File: src/rtl/md_ioc_multiport.sv
// md_ioc_multiport: NUM_PORTS general-purpose I/O ports behind one register
// interface. Each port has a 2-flop input synchroniser, a data register, a
// per-bit direction register and TH-edge interrupt logic. The enabled pending
// flags of all ports are ORed into a single registered level interrupt.
// Register map per port: {port, reg}. reg 0=DATA, 1=CTRL, 2=STAT, 3=reserved.
// Optional feature: define IOC_SERIAL_EN to turn reg 3 into SCTRL and add a
// per-port 8N1 serial transmitter on pin 0.
module md_ioc_multiport #(
    parameter int NUM_PORTS   = 3,
    parameter int PORT_W      = 7,
    parameter int PORT_ADDR_W = 3
) (
    input  logic                        MCLK,
    input  logic                        RESET_n,
    input  logic [PORT_ADDR_W+1:0]      addr,
    input  logic                        wr,
    input  logic                        rd,
    input  logic [7:0]                  wdata,
    output logic [7:0]                  rdata,
    output logic                        rvalid,
    input  logic [NUM_PORTS*PORT_W-1:0] pin_i,
    output logic [NUM_PORTS*PORT_W-1:0] pin_o,
    output logic [NUM_PORTS*PORT_W-1:0] pin_d,
    output logic                        irq
);
    localparam int TH = PORT_W - 1;

    typedef enum logic [1:0] {
        REG_DATA = 2'd0,
        REG_CTRL = 2'd1,
        REG_STAT = 2'd2,
        REG_AUX  = 2'd3
    } reg_e;

    logic [PORT_W-1:0]      data_q  [NUM_PORTS];
    logic [7:0]             ctrl_q  [NUM_PORTS];
    logic [PORT_W-1:0]      sync1_q [NUM_PORTS];
    logic [PORT_W-1:0]      sync2_q [NUM_PORTS];
    logic [NUM_PORTS-1:0]   sync3_q;
    logic [NUM_PORTS-1:0]   pending_q;

    logic [NUM_PORTS-1:0]   wr_hit, rd_hit, th_edge, pend_clr, irq_en;
    logic [7:0]             stat_val [NUM_PORTS];
    logic [7:0]             aux_val  [NUM_PORTS];
    logic [7:0]             rdata_d;
    logic [PORT_ADDR_W-1:0] sel_port;
    reg_e                   sel_reg;

    assign sel_port = addr[PORT_ADDR_W+1:2];
    assign sel_reg  = reg_e'(addr[1:0]);

`ifdef IOC_SERIAL_EN
    logic [2:0]           sctrl_q    [NUM_PORTS];
    logic [9:0]           tx_shift_q [NUM_PORTS];
    logic [3:0]           tx_bits_q  [NUM_PORTS];
    logic [11:0]          tx_cnt_q   [NUM_PORTS];
    logic [NUM_PORTS-1:0] tx_busy_q, ovr_q;
`endif

    // Per-port address decode, TH edge detection and status/aux read values
    always_comb begin
        for (int p = 0; p < NUM_PORTS; p++) begin
            wr_hit[p]   = wr && (int'(sel_port) == p);
            rd_hit[p]   = rd && (int'(sel_port) == p);
            irq_en[p]   = ctrl_q[p][7];
            // TH edges count only while TH is an input; sync3 lags sync2 by one cycle.
            th_edge[p]  = !ctrl_q[p][TH] &&
                          (ctrl_q[p][6] ? (!sync3_q[p] &&  sync2_q[p][TH])
                                        : ( sync3_q[p] && !sync2_q[p][TH]));
            pend_clr[p] = (rd_hit[p] && sel_reg == REG_STAT) ||
                          (wr_hit[p] && sel_reg == REG_STAT && wdata[7]);
`ifdef IOC_SERIAL_EN
            stat_val[p] = {pending_q[p], 5'b0, ovr_q[p], tx_busy_q[p]};
            aux_val[p]  = {5'b0, sctrl_q[p]};
`else
            stat_val[p] = {pending_q[p], 7'b0};
            aux_val[p]  = 8'hFF;
`endif
        end
    end

    // Read mux: unmapped ports and reserved registers read as 8'hFF
    always_comb begin
        // NOTE: every combinational output gets a default first so no path can infer a latch.
        rdata_d = 8'hFF;
        for (int p = 0; p < NUM_PORTS; p++) begin
            if (int'(sel_port) == p) begin
                case (sel_reg)
                    REG_DATA: begin
                        rdata_d = 8'h00;
                        for (int b = 0; b < PORT_W; b++)
                            rdata_d[b] = ctrl_q[p][b] ? data_q[p][b] : sync2_q[p][b];
                    end
                    REG_CTRL: rdata_d = ctrl_q[p];
                    REG_STAT: rdata_d = stat_val[p];
                    default:  rdata_d = aux_val[p];
                endcase
            end
        end
    end

    // Pad drive: DATA to pin_o, CTRL inverted to pin_d (1 = input)
    always_comb begin
        pin_o = '0;
        pin_d = '1;
        for (int p = 0; p < NUM_PORTS; p++) begin
            for (int b = 0; b < PORT_W; b++) begin
                pin_o[p*PORT_W + b] = data_q[p][b];
                pin_d[p*PORT_W + b] = ~ctrl_q[p][b];
            end
`ifdef IOC_SERIAL_EN
            if (sctrl_q[p][2]) begin
                pin_o[p*PORT_W] = tx_busy_q[p] ? tx_shift_q[p][0] : 1'b1;
                pin_d[p*PORT_W] = 1'b0;
            end
`endif
        end
    end

    // Port state: synchronisers, DATA/CTRL registers and pending flags
    always_ff @(posedge MCLK or negedge RESET_n) begin
        // NOTE: the per-port register arrays are small flop banks, not RAM, so they reset here.
        if (!RESET_n) begin
            for (int p = 0; p < NUM_PORTS; p++) begin
                data_q[p]  <= '0;
                ctrl_q[p]  <= '0;
                sync1_q[p] <= '0;
                sync2_q[p] <= '0;
            end
            sync3_q   <= '0;
            pending_q <= '0;
        end else begin
            for (int p = 0; p < NUM_PORTS; p++) begin
                // NOTE: sequential state uses non-blocking assignments so every flop samples pre-edge values.
                sync1_q[p] <= pin_i[p*PORT_W +: PORT_W];
                sync2_q[p] <= sync1_q[p];
                // Tracking sync2 every cycle means a TH direction switch starts from an equal pair.
                sync3_q[p] <= sync2_q[p][TH];
                if (wr_hit[p] && sel_reg == REG_DATA) data_q[p] <= wdata[PORT_W-1:0];
                if (wr_hit[p] && sel_reg == REG_CTRL) ctrl_q[p] <= wdata;
                // A new edge wins over a clear in the same cycle.
                pending_q[p] <= th_edge[p] | (pending_q[p] & ~pend_clr[p]);
            end
        end
    end

    // Registered read port and aggregated interrupt
    always_ff @(posedge MCLK or negedge RESET_n) begin
        if (!RESET_n) begin
            rdata  <= '0;
            rvalid <= 1'b0;
            irq    <= 1'b0;
        end else begin
            rvalid <= rd;
            if (rd) rdata <= rdata_d;
            irq <= |(pending_q & irq_en);
        end
    end

`ifdef IOC_SERIAL_EN
    // Serial transmitter: baud divider, 8N1 shifter and overrun flag per port
    always_ff @(posedge MCLK or negedge RESET_n) begin
        if (!RESET_n) begin
            for (int p = 0; p < NUM_PORTS; p++) begin
                sctrl_q[p]    <= '0;
                tx_shift_q[p] <= '1;
                tx_bits_q[p]  <= '0;
                tx_cnt_q[p]   <= '0;
            end
            tx_busy_q <= '0;
            ovr_q     <= '0;
        end else begin
            for (int p = 0; p < NUM_PORTS; p++) begin
                if (wr_hit[p] && sel_reg == REG_AUX) sctrl_q[p] <= wdata[2:0];
                if (rd_hit[p] && sel_reg == REG_STAT) ovr_q[p] <= 1'b0;
                if (tx_busy_q[p]) begin
                    if (tx_cnt_q[p] >= (12'd256 << sctrl_q[p][1:0]) - 12'd1) begin
                        tx_cnt_q[p]   <= '0;
                        tx_shift_q[p] <= {1'b1, tx_shift_q[p][9:1]};
                        tx_bits_q[p]  <= tx_bits_q[p] - 4'd1;
                        if (tx_bits_q[p] == 4'd1) tx_busy_q[p] <= 1'b0;
                    end else begin
                        tx_cnt_q[p] <= tx_cnt_q[p] + 12'd1;
                    end
                end
                if (wr_hit[p] && sel_reg == REG_DATA && sctrl_q[p][2]) begin
                    if (tx_busy_q[p]) begin
                        ovr_q[p] <= 1'b1;
                    end else begin
                        tx_shift_q[p] <= {1'b1, wdata, 1'b0};
                        tx_bits_q[p]  <= 4'd10;
                        tx_cnt_q[p]   <= '0;
                        tx_busy_q[p]  <= 1'b1;
                    end
                end
            end
        end
    end
`endif

endmodule
File: config.mk
export PLATFORM = sky130hd
export DESIGN_NAME = md_ioc_multiport
export DESIGN_NICKNAME = d
export VERILOG_FILES = /design/src/rtl/md_ioc_multiport.sv
export SDC_FILE = /design/constraint.sdc
export NUM_CORES = 1
export LEC_CHECK = 0
export CORE_UTILIZATION = 30
export DETAILED_ROUTE_END_ITERATION = 8
export GPL_ROUTABILITY_DRIVEN = 1
export GPL_TIMING_DRIVEN = 0
export PLACE_DENSITY = 0.61
export SYNTH_ARGS = -nofsm -noshare
export SYNTH_HDL_FRONTEND = slang
export SYNTH_SLANG_ARGS = --single-unit
File: constraint.sdc
create_clock -name MCLK -period 1.3 [get_ports MCLK]
set_input_delay 0.13 -clock MCLK [delete_from_list [all_inputs] [get_ports MCLK]]
set_output_delay 0.13 -clock MCLK [all_outputs]
set_load 0.01 [all_outputs]
; After elaboration in Yosys (flattened, before gate mapping)
; Index checks and enable logic that the tools add are counted.
; Widths: inputs -> output; s select.
[word_totals]
register_bits = 103
output_inout_bits = 52
word_cells = 127
[op_classes]
eq_ne = 4
mux = 30
n_bitwise = 31
n_reduce_logical = 45
[ops]
columns = op, n
row1 = $pmux 8 s3, 3
row2 = $logic_and 1x1->1, 30
row3 = $mux 1, 24
row4 = $mux 8, 3
row5 = $not 1->1, 24
row6 = $logic_not 1->1, 9
row7 = $and 1x1->1, 3
row8 = $and 3x3->3, 1
row9 = $eq 3x2->1 const B, 1
row10 = $eq 3x3->1 const B, 1
row11 = $logic_not 3->1, 1
row12 = $logic_or 1x1->1, 3
row13 = $or 1x1->1, 3
row14 = $reduce_or 3->1, 1
row15 = $eq 2x1->1 const B, 1
row16 = $eq 2x2->1 const B, 1
row17 = $logic_not 2->1, 1

; Logic depth before layout (Yosys ltp)
[depth]
word_depth = 8
ltp_mapped = 6

; Worst setup path after synthesis
; No wires, ideal clock.
[synth_timing]
kind = input -> register
from = in addr[2]
to = reg data_q, in the netlist pin_o[0]
setup_time_ps = 125
arrival_ps = 1456
t_required_ps = 1175
slack_ps = -281
cell_stages = 4
path_buffers = 1
path_cell_list = or3_1 -> or4b_1 -> buf_6 -> mux2_4
[synth_via]
elab_chain_cells = 3
[synth_rtl]
columns = element, line
row1 = start: declaration, 15  ; input logic [PORT_ADDR_W+1:0] addr,
row2 = $logic_not 3->1, 63  ; wr_hit[p] = wr && (int'(sel_port) == p);
row3 = $logic_and 1x1->1, 63
row4 = $logic_and 1x1->1, 139  ; if (wr_hit[p] && sel_reg == REG_DATA) data_q[p] <= wdata[PORT_W-1:0];
row5 = end signal: indexed assignment, 139
row6 = end: declaration, 35  ; logic [PORT_W-1:0] data_q [NUM_PORTS];
; Every way passes these cells.
; A chain may end at the register's enable or synchronous reset.

; Final worst setup path
[layout_timing]
from = in addr[3]
to = reg data_q, in the netlist pin_o[0]
; Same word-level chain as after synthesis.

==> impl_metrics.json <==
{
  "clock-sinks": 103,
  "ys_types": 29,
  "fin_nets": 482,
  "worstHoldStart": "addr[4]",
  "cts_inserted_buffers": 9,
  "syn_nets": 369,
  "holdPathStages": 3,
  "clkTransAtPathRegs_ns": 0.07,
  "failed_checks": "negative setup slack",
  "synth_warnings": 0,
  "setup.worst_path.end_class": "flop",
  "first_iter_violations": 152,
  "antenna_found_initial": 0,
  "drtPass1Iterations": 4,
  "p_per_area_mw_per_mm2": 1447,
  "die_area_mm2": 0.01384,
  "htree_levels": 3,
  "setup_tns_ns": -0.5323,
  "drv_cap": 0,
  "synth.largest_area_cell": "dfrtp_1",
  "grtUsageMet1_pct": 20.90,
  "grt_pass1_vias": 2983,
  "final_max_slew_viol_count": 0,
  "ys_seq_area_share_pct": 64.25,
  "placed_area_mm2": 0.005189,
  "fill_cells": 1219,
  "viasPerCell": 4.642,
  "grt_max_degree": 57,
  "coreArea_mm2": 0.01282,
  "fin_skew_ns": 0.008278,
  "diodes": 0,
  "clkLatencyLatePin_ns": 0.34,
  "synth_top_area_share_pct": 64.25,
  "rows": 41,
  "ys_seq_elements": 103,
  "outcome": "complete, but fails checks",
  "hold_end": "pending_q[2]$_DFF_PN0_",
  "io_buffers": 89,
  "met2_usage_pct": 25.04,
  "fin_util_pct": 43.64,
  "avgSynthCellArea_um2": 12.12,
  "drt_wl_total_mm": 10.32,
  "rrSetupSlack_ns": 0.04,
  "gr-max-usage-layer": "met2",
  "vdd_drop_max_uv": 517.4,
  "use_met3_pct": 4.118,
  "setup_ws_ns": -0.08732,
  "final-setup-viol-count": 7,
  "required_ns": 1.52,
  "critPathKind": "in2reg",
  "r2r_cells": 4,
  "synthTopCellsByArea": "dfrtp_1 64%, mux2_2 6.7%, o21ai_0 3.7%, a21oi_1 3.6%, nand2b_1 3.6%",
  "cts_tree": "done",
  "grt_pass1_wl_mm": 16.44,
  "syn_area_mm2": 0.004011,
  "gp_congestion": 0.8465,
  "grt_overflow": 0,
  "drc": 0,
  "dp_hpwl_mm": 7.194,
  "worst_r2r_endpoint": "rdata[7]$_DFFE_PN0P_",
  "min_period_over_period_pct": 106.7,
  "max-slew-margin-rel_pct": 56.82,
  "die_w_um": 117.6,
  "io_pins": 90,
  "drive_above_1_share_pct": 19.64,
  "root_buffer": "clkbuf_16",
  "die_y_um": 117.6,
  "p_leak_nw": 2.526,
  "rr_startpoint": "ctrl_q[7]$_DFFE_PN0P_",
  "clk_path_buf_depth": 2,
  "dp_worst_setup_slack_ns": -1.160,
  "rsz0062_at_grt": "yes",
  "syn_to_final_growth_pct": 39.52,
  "cp_data_arrival_time_ns": 1.61,
  "tightest_slew_ns": 0.6477,
  "p_total_mw": 8.096,
  "gr-usage-all-layers_pct": 15.66,
  "start_util_pct": 31.28,
  "hp-class": "in2reg",
  "syn_inst": 331,
  "hold_viol": 0,
  "final.min_clock_period_ns": 1.387,
  "routedWlPerCell_um": 16.64,
  "ant_nets": 0,
  "crit_path_max_fanout": 7,
  "clock.fmax_mhz": 720.8,
  "via_count": 2878,
  "fin_area_mm2": 0.005597,
  "startpoint_type": "input port"
}
worst max-delay path by stage:
stage	end	startpoint	slack (ns)
after CTS	pin_o[0]$_DFFE_PN0P_	addr[3]	-0.09
final	pin_o[0]$_DFFE_PN0P_	addr[3]	-0.09
after global placement	sync2_q[2]$_DFF_PN0_	RESET_n	-3.77
after detailed placement	rdata[5]$_DFFE_PN0P_	addr[0]	-1.16
after global routing	pin_o[0]$_DFFE_PN0P_	addr[3]	-0.09
after floorplan	pin_o[0]$_DFFE_PN0P_	addr[2]	-0.24
state kept, by name (all words and copies together) (netlist names):
register	count
irq	1
sync1_q	21
pending_q	3
sync3_q	3
sync2_q	21
ctrl_q	24
rvalid	1
rdata	8
pin_o	21
where the power goes:
part	total, mW	switching (mW)	internal [mW]
registers	3.87	0.248	3.62
clock network	2.57	1.10	1.47
logic	1.65	0.817	0.835
total	8.10	2.17	5.93
logic make-up after synthesis:
logic type / Yosys count / share of synthesized area [%]
flip-flops: 103 / 64.25
buffers and inverters: 35 / 3.525
AO/OA/AOI/OAI: 73 / 10.32
AND/OR/NAND/NOR: 89 / 12.54
multiplexers: 31 / 9.357
placed cells by master, fill, tap and decap left out, drive strengths merged, types with 3 or more instances in the layout:
master / n
dfrtp: 103
dlygate4sd2: 53
mux2: 31
o21ai: 30
clkdlybuf4s50: 30
a21oi: 29
nand2: 24
inv: 23
nand2b: 23
buf: 21
clkbuf: 18
nor2: 15
nor3b: 14
o221ai: 7
clkinv: 4
nor3: 3
cells in the mapped netlist (all sizes together):
cell and n:
dfrtp 103, mux2 31, o21ai 30, a21oi 29, nand2 24, inv 23, nand2b 23, nor2 15
nor3b 14, clkbuf 8, o221ai 7, buf 4, nor3 3, a211oi 2, a21o 2, nand3 2
nand3b 2, or4b 2, a222oi 1, a311o 1, and3b 1, nand4b 1, nor4 1, o31ai 1
or3 1
timing repair:
action                     4_1_cts  5_1_grt
cloned                           0        0
gates resized for setup         99        8
hold endpoints to repair        47        0
pin swaps                        6        4
setup buffers                    6        5
setup endpoints to repair      108       31
hold buffers                     1        0
area by class of cell:
class                      count  area (um^2)  area share [%]
multi-input combinational    193         1373           24.52
inverter                      23        86.33           1.543
buffer                        12        105.1           1.878
timing repair buffer         102        960.9           17.17
sequential                   103         2577           46.05
tap                          172        215.2           3.845
clock buffer                  10        229.0           4.091
clock inverter                 5        50.05          0.8943
critical path, cell delays in order:
cell and delay, ns:
buf_8 0.10, or3_4 0.38, or4b_4 0.54, buf_12 0.17
mux2_4 0.29
per-layer routing:
| layer | vias to the layer above | wire length [um] |
|---|---|---|
| li1 | 1359 | - |
| met1 | 1423 | 4636 |
| met2 | 88 | 4958 |
| met3 | 8 | 599 |
| met4 | 0 | 122 |
| met5 | - | 0 |
through the flow:
stage | instances | hold WS (ns)
after global routing | 620 | 0.1250
after CTS | 615 | 0.1094
after detailed placement | 593 | 0.1968
final | 620 | 0.1149
after floorplan | 331 | -0.1656
after global placement | 592 | 0.3331
Note: power is estimated with default switching activity, not from simulation.
